<file path="src/rtl/dmem_sram_bridge_if.sv">
// rtl/dmem_sram_bridge_if.sv - SRAM-like data bus (request/addr_ok/data_ok) between bridge and memory system
interface dmem_sram_bridge_if;
    logic        data_req;
    logic        data_wr;
    logic [1:0]  data_size;
    logic [31:0] data_addr;
    logic [31:0] data_wdata;
    logic        data_addr_ok;
    logic        data_data_ok;
    logic [31:0] data_rdata;

    modport master (
        output data_req,
        output data_wr,
        output data_size,
        output data_addr,
        output data_wdata,
        input  data_addr_ok,
        input  data_data_ok,
        input  data_rdata
    );

    modport slave (
        input  data_req,
        input  data_wr,
        input  data_size,
        input  data_addr,
        input  data_wdata,
        output data_addr_ok,
        output data_data_ok,
        output data_rdata
    );
endinterface

</file>
<file path="src/rtl/dmem_sram_bridge.sv">
// rtl/dmem_sram_bridge.sv - issues one SRAM-like transaction per memory-stage access and stalls until it completes
module dmem_sram_bridge (
    input  logic                      clk,
    input  logic                      rst,
    input  logic                      m_data_req,
    input  logic                      m_data_wr,
    input  logic [1:0]                m_data_size,
    input  logic [31:0]               m_data_addr,
    input  logic [31:0]               m_data_wdata,
    input  logic                      exc_flush,
    input  logic                      pipe_advance,
    output logic [31:0]               m_rdata,
    output logic                      m_busy,
    dmem_sram_bridge_if.master        bus
);

    typedef enum logic [1:0] {
        S_IDLE = 2'd0,
        S_REQ  = 2'd1,
        S_WAIT = 2'd2,
        S_DONE = 2'd3
    } state_t;

    state_t      state;
    logic        wr_q;
    logic [1:0]  size_q;
    logic [31:0] addr_q;
    logic [31:0] wdata_q;
    logic [31:0] rdata_q;
    logic        issue_idle;

    assign issue_idle = (state == S_IDLE) && m_data_req && !exc_flush;

    // Outputs are decoded from the state register; IDLE passes the request through
    // so a zero-wait bus can accept in the issue cycle.
    always_comb begin
        bus.data_req   = 1'b0;
        bus.data_wr    = 1'b0;
        bus.data_size  = 2'd0;
        bus.data_addr  = 32'd0;
        bus.data_wdata = 32'd0;
        m_busy         = 1'b0;
        m_rdata        = 32'd0;
        if (!rst) begin
            case (state)
                S_IDLE: begin
                    bus.data_req   = issue_idle;
                    bus.data_wr    = m_data_wr;
                    bus.data_size  = m_data_size;
                    bus.data_addr  = m_data_addr;
                    bus.data_wdata = m_data_wdata;
                    m_busy         = issue_idle;
                    m_rdata        = rdata_q;
                end
                S_REQ: begin
                    bus.data_req   = 1'b1;
                    bus.data_wr    = wr_q;
                    bus.data_size  = size_q;
                    bus.data_addr  = addr_q;
                    bus.data_wdata = wdata_q;
                    m_busy         = 1'b1;
                    m_rdata        = rdata_q;
                end
                S_WAIT: begin
                    bus.data_wr    = wr_q;
                    bus.data_size  = size_q;
                    bus.data_addr  = addr_q;
                    bus.data_wdata = wdata_q;
                    m_busy         = !bus.data_data_ok;
                    m_rdata        = bus.data_data_ok ? bus.data_rdata : rdata_q;
                end
                default: begin
                    bus.data_wr    = wr_q;
                    bus.data_size  = size_q;
                    bus.data_addr  = addr_q;
                    bus.data_wdata = wdata_q;
                    m_rdata        = rdata_q;
                end
            endcase
        end
    end

    always_ff @(posedge clk) begin
        if (rst) begin
            state   <= S_IDLE;
            wr_q    <= 1'b0;
            size_q  <= 2'd0;
            addr_q  <= 32'd0;
            wdata_q <= 32'd0;
            rdata_q <= 32'd0;
        end else begin
            case (state)
                S_IDLE: begin
                    if (issue_idle) begin
                        // Latch on every issue so WAIT/DONE present a stable bus view.
                        wr_q    <= m_data_wr;
                        size_q  <= m_data_size;
                        addr_q  <= m_data_addr;
                        wdata_q <= m_data_wdata;
                        state   <= bus.data_addr_ok ? S_WAIT : S_REQ;
                    end
                end
                S_REQ: begin
                    if (bus.data_addr_ok) begin
                        state <= S_WAIT;
                    end
                end
                S_WAIT: begin
                    if (bus.data_data_ok) begin
                        rdata_q <= bus.data_rdata;
                        state   <= pipe_advance ? S_IDLE : S_DONE;
                    end
                end
                S_DONE: begin
                    // m_data_req is still high here; the access is finished, so never re-issue.
                    if (pipe_advance) begin
                        state <= S_IDLE;
                    end
                end
                default: state <= S_IDLE;
            endcase
        end
    end

endmodule

</file>
<file path="src/flat_wrapper.sv">
// flat-port wrapper written by rule: the top's interface ports become plain ports
module dmem_sram_bridge_flat 
  (clk, rst, m_data_req, m_data_wr, m_data_size, m_data_addr, m_data_wdata, exc_flush, pipe_advance, m_rdata, m_busy, bus_data_req, bus_data_wr, bus_data_size, bus_data_addr, bus_data_wdata, bus_data_addr_ok, bus_data_data_ok, bus_data_rdata);
  dmem_sram_bridge_if bus_i ();
  input  logic clk;
  input  logic rst;
  input  logic m_data_req;
  input  logic m_data_wr;
  input  logic [1:0] m_data_size;
  input  logic [31:0] m_data_addr;
  input  logic [31:0] m_data_wdata;
  input  logic exc_flush;
  input  logic pipe_advance;
  output logic [31:0] m_rdata;
  output logic m_busy;
  output wire logic [$bits(bus_i.data_req)-1:0] bus_data_req;
  output wire logic [$bits(bus_i.data_wr)-1:0] bus_data_wr;
  output wire logic [$bits(bus_i.data_size)-1:0] bus_data_size;
  output wire logic [$bits(bus_i.data_addr)-1:0] bus_data_addr;
  output wire logic [$bits(bus_i.data_wdata)-1:0] bus_data_wdata;
  input wire logic [$bits(bus_i.data_addr_ok)-1:0] bus_data_addr_ok;
  input wire logic [$bits(bus_i.data_data_ok)-1:0] bus_data_data_ok;
  input wire logic [$bits(bus_i.data_rdata)-1:0] bus_data_rdata;
  assign bus_data_req = bus_i.data_req;
  assign bus_data_wr = bus_i.data_wr;
  assign bus_data_size = bus_i.data_size;
  assign bus_data_addr = bus_i.data_addr;
  assign bus_data_wdata = bus_i.data_wdata;
  assign bus_i.data_addr_ok = bus_data_addr_ok;
  assign bus_i.data_data_ok = bus_data_data_ok;
  assign bus_i.data_rdata = bus_data_rdata;
  dmem_sram_bridge u_core (.clk(clk), .rst(rst), .m_data_req(m_data_req), .m_data_wr(m_data_wr), .m_data_size(m_data_size), .m_data_addr(m_data_addr), .m_data_wdata(m_data_wdata), .exc_flush(exc_flush), .pipe_advance(pipe_advance), .m_rdata(m_rdata), .m_busy(m_busy), .bus(bus_i));
endmodule
</file>
<file path="config.mk">
export PLATFORM = sky130hd
export DESIGN_NAME = dmem_sram_bridge_flat
export DESIGN_NICKNAME = d
export VERILOG_FILES = /design/src/rtl/dmem_sram_bridge_if.sv /design/src/rtl/dmem_sram_bridge.sv /design/src/flat_wrapper.sv
export SDC_FILE = /design/constraint.sdc
export NUM_CORES = 1
export LEC_CHECK = 0
export ABC_AREA = 1
export ABC_CLOCK_PERIOD_IN_PS = 3700
export CORE_ASPECT_RATIO = 0.8
export CORE_MARGIN = 3
export CORE_UTILIZATION = 45
export DETAILED_ROUTE_END_ITERATION = 6
export PLACE_DENSITY = 0.86
export SYNTH_ARGS = -nofsm -noshare
export SYNTH_HDL_FRONTEND = slang
export SYNTH_SLANG_ARGS = --single-unit
</file>
<file path="constraint.sdc">
create_clock -name clk -period 3.7 [get_ports clk]
set_input_delay 0.37 -clock clk [delete_from_list [all_inputs] [get_ports clk]]
set_output_delay 0.37 -clock clk [all_outputs]
set_load 0.03 [all_outputs]
</file>
* Word level (Yosys, flattened, before mapping) *
Index checks and enable logic that the tools add are counted.

operators by class
  reductions and logical operators = 7
  mux-type cells = 22
  equal/unequal tests = 7

operator list
  kind                                                             count
  32-bit two-way mux                                               7
  2-bit two-way mux                                                8
  2-bit case mux with 4 select lines                               1
  2-bit != test, second input constant                             3
  2-bit == test, second input constant                             2
  1-bit two-way mux                                                4
  4-bit AND reduction                                              1
  1-bit case mux with 3 select lines                               1
  2-bit by 1-bit == test with 1-bit output, second input constant  1
  1-bit logical AND                                                2
  1-bit logical NOT                                                2
  2-bit logical NOT                                                1
  2-bit by 1-bit != test with 1-bit output, second input constant  1
  1-bit case mux with 2 select lines                               1
  2-bit AND reduction                                              1

word-level totals
  output and inout bits = 101
  logic and storage cells = 42
  bits of input ports = 106
  flip-flop bits (word level) = 101

* Logic depth before layout (Yosys ltp) *
  word-level depth = 5
  gate-level depth with buffers = 9
  mapped depth without buffers = 7

* Worst setup path after synthesis *
No wires, ideal clock.

  path type = reg2out
  start = register u_core.state[1]
  end = output port m_rdata[10]
  data arrival time = 1.647 ns
  buffers on the path = 1
  cell stages (with the launch flop) = 6
  data required time = 3.330 ns
  slack = 1.683 ns
  cells stage by stage = dfxtp_1 inv_2 nor2_2 nand2_2 buf_2 a211oi_1

between the ends
  word-level cells in the longest chain between the ends = 3

RTL lines
  item                             RTL line                 text
  start: declaration               dmem_sram_bridge.sv:24   state_t state;
  start signal: assignment         dmem_sram_bridge.sv:100  state <= bus.data_addr_ok ? S_WAIT : S_REQ;
  start signal: assignment         dmem_sram_bridge.sv:111  state <= pipe_advance ? S_IDLE : S_DONE;
  2-bit == test                    dmem_sram_bridge.sv:45   case (state)
  32-bit two-way mux (2 in a row)  -
  end: declaration                 flat_wrapper.sv:14       output logic [31:0] m_rdata;

No other way between the ends.

* Worst setup path after layout *
  start = register u_core.state[0]
  end = output port m_busy

between the ends
  word-level cells in the longest chain between the ends = 5
  elaborated cells between the ends (all ways) = 7
  those cells by class = 2 x eq/ne; 2 x mux; 3 x reduce/logical

RTL lines
  item                                  RTL line                                        text
  2-bit logical NOT                     dmem_sram_bridge.sv:32, dmem_sram_bridge.sv:45
  1-bit logical AND (2 in a row)        dmem_sram_bridge.sv:32                          assign issue_idle = (state == S_IDLE) && m_data_req && !exc_flush;
  1-bit case mux with 3 select lines *  dmem_sram_bridge.sv:45
  1-bit two-way mux *                   dmem_sram_bridge.sv:44                          if (!rst) begin
  end: declaration                      flat_wrapper.sv:15                              output logic m_busy;

Mark *: on every way between the ends. The rest lies on a longest branch, timed or not.

==> results.ini <==
[outcome]
run_status = complete, no violations

[clock_network]
clock_path_buffers = 2
cts_hold_buf = 0
tritoncts = yes
clkLatencyLatePin_ns = 0.32
cts.sinks = 101
cts_setup_buffers = 0
htreeDepth = 3
path_clk_slew_ns = 0.07
root_buffer = clkbuf_16
post_cts_resize_count = 0
cts_inserted_buffers = 9

[setup_path]
crit_required_ns = 3.33
cp-end-kind = output pin
critPathMaxFanout = 70
arrival_ns = 2.65
crit_top_cell = inv_2
worstPathCellList = inv_2 > nand2_4 > nor2_4 > inv_2 > a31oi_1 > buf_12
cp_top_family = buffers and inverters
start_kind = register
crit_slowest_cell = inv_2
crit_type = register to output pin
worst_path_largest_cell_delay_ns = 0.59
cp_num_buf_inv = 3

[sta]
finalSetupViolations = 0
rsz0062_at_grt = no
clock_skew_ns = 0.006236
finalHoldViolations = 0
fin_crit_sh_pct = 81.63
whs_ns = 0.4625
slew_viol_final = 0
min_period_ns = 3.020
slew_headroom_pct = 23.51
timing.fmax_mhz = 331.1
final.setup.tns_ns = 0
worstMarginPinSlew_ns = 1.147

[route]
finalWirelength_um = 14320
antenna_left = 0
drt-wirelength-per-cell_um = 14.36
drc = 0
detail_route.iter0.violations = 443
vias = 5087
via_per_inst = 5.102
firstDrtPassIters = 5

[floorplan]
ios = 207
rows = 32
core-area_um2 = 9809
die_y_um = 96.56
die_w_um = 119.2
start_util_pct = 47.03
die-area_um2 = 11510

[grt]
met2_usage_pct = 41.09
grt_pass1_vias = 4856
antenna_found_initial = 0
track_usage_pct = 23.80
grt.busiest_layer = met2
grt.met1_usage_pct = 29.68
gr-usage-met3_pct = 6.286
grt_max_degree = 117
gr-total-overflow = 0
grt_pass1_wl_um = 22830

[layout]
regArea_um2 = 2022
fin_nets = 962
area_growth_pct = 51.51
fillers = 787
final_cell_mix = nand2_1 (278), clkdlybuf4s50_1 (203), a21oi_1 (137)
n_antenna_cell = 0
multi_input_area_um2 = 2186
drive_above_1_share_pct = 3.833
final_common_cell = nand2_1

[pwr]
p_leak_nw = 2.572
p_int_w = 0.002117
powerDensity_nw_per_um2 = 458.7
ir_drop_mv = 0.2981
comb_power_share_pct = 31.9
p_sw_share_pct = 33.97
clock_power_share_pct = 30.7
p_seq_share_pct = 37.5
p_switching_w = 0.001089

[yosys]
yosysUniqueCellTypes = 19
syn_area_um2 = 4613
ys_seq_area_share_pct = 43.83
synth_fp_nets = 793
netlist_instances = 687
synthTopCellsByArea = dfxtp_1 (44%), nand2_1 (23%), a21oi_1 (15%)
syn_avg_cell_area_um2 = 6.715
synth_top_area_share_pct = 43.83
ys_seq_elements = 101
synth_warnings = 0
synth.largest_area_cell = dfxtp_1

[place]
dp_hpwl_um = 10060
portBuffers = 206
gp_congestion = 0.8334

[run]
maxCapViolations = 0

[worst_hold_path]
holdCritPathClass = register to register

## metal layers
metal	share of wire, %	wire length (um)
met1	43	6122
met2	49	6952
met3	6.8	969
met4	1.9	272
met5	0	0
## power by group through the flow
stage | Sequential, W | Clock (W) | Combinational [W]
after floorplan | 0.00121 | 0 | 0.000613
after global placement | 0.00122 | 0 | 0.000997
after detailed placement | 0.00122 | 0 | 0.00102
after CTS | 0.00120 | 0.00100 | 0.00103
after global routing | 0.00121 | 0.00105 | 0.00110
final | 0.00120 | 0.000984 | 0.00102
## logic make-up after synthesis
kind of cell	synth area share, %
AOI/OAI and AO/OA	20.53
DFF	43.83
and+or+nand+nor	26.74
buffers and inverters	8.896
## stage by stage
step | total power (W) | area, um2 | util, % | cells | setup WS, ns
2_1_floorplan | 0.001826 | 4613 | - | 687 | 1.683
3_3_place_gp | 0.002218 | 6674 | 68.04 | 981 | 1.087
3_5_place_dp | 0.002244 | 6674 | 68.04 | 981 | 1.037
4_1_cts | 0.003225 | 6989 | 71.25 | 997 | 0.6782
5_1_grt | 0.003363 | 6989 | 71.25 | 997 | 0.4656
6_report | 0.003206 | 6989 | 71.25 | 997 | 0.6797
## cell type report
class                      count  share of cell area, %
clock buffer                   9                  3.222
tap                          136                  2.435
inverter                      39                  2.095
multi-input combinational    493                  31.27
timing repair buffer         212                  30.76
clock inverter                 7                  1.289
sequential                   101                  28.93
## synthesized netlist by cell type
master,instances
nand2_2,1
clkbuf_1,25
inv_2,3
nand2_1,278
a21oi_1,137
buf_4,5
nor2_1,33
nor2_2,2
nor2_4,1
nand3_1,2
buf_6,2
buf_2,22
nand3b_1,2
a31oi_1,1
a211oi_1,32
inv_1,36
o21ai_0,3
dfxtp_1,101
nand2_4,1
## sequential cells by signal, indices dropped and copies added, names as in the netlist
signal,flops
u_core.addr_q,32
u_core.rdata_q,32
u_core.wdata_q,32
u_core.size_q,2
u_core.state,2
u_core.wr_q,1
## worst paths after layout
path                                         start                 end  slack [ns]  cells past startpoint
worst min register to register  u_core.rdata_q[27]  u_core.rdata_q[27]        0.46                      2
worst max-delay path               u_core.state[0]              m_busy        0.68                      6
worst max register to register     u_core.state[0]    u_core.addr_q[1]        1.12                      7
worst min-delay path            u_core.rdata_q[27]  u_core.rdata_q[27]        0.46                      2
## tightest hold or removal path, delay by kind of cell (launching register included)
| kind | cells | cell delay [ns] |
|---|---|---|
| buffers and inverters | 1 | 0.04 |
| flip-flops | 1 | 0.30 |
| AO/OA/AOI/OAI | 1 | 0.07 |
(Power assumes the default switching activity.)
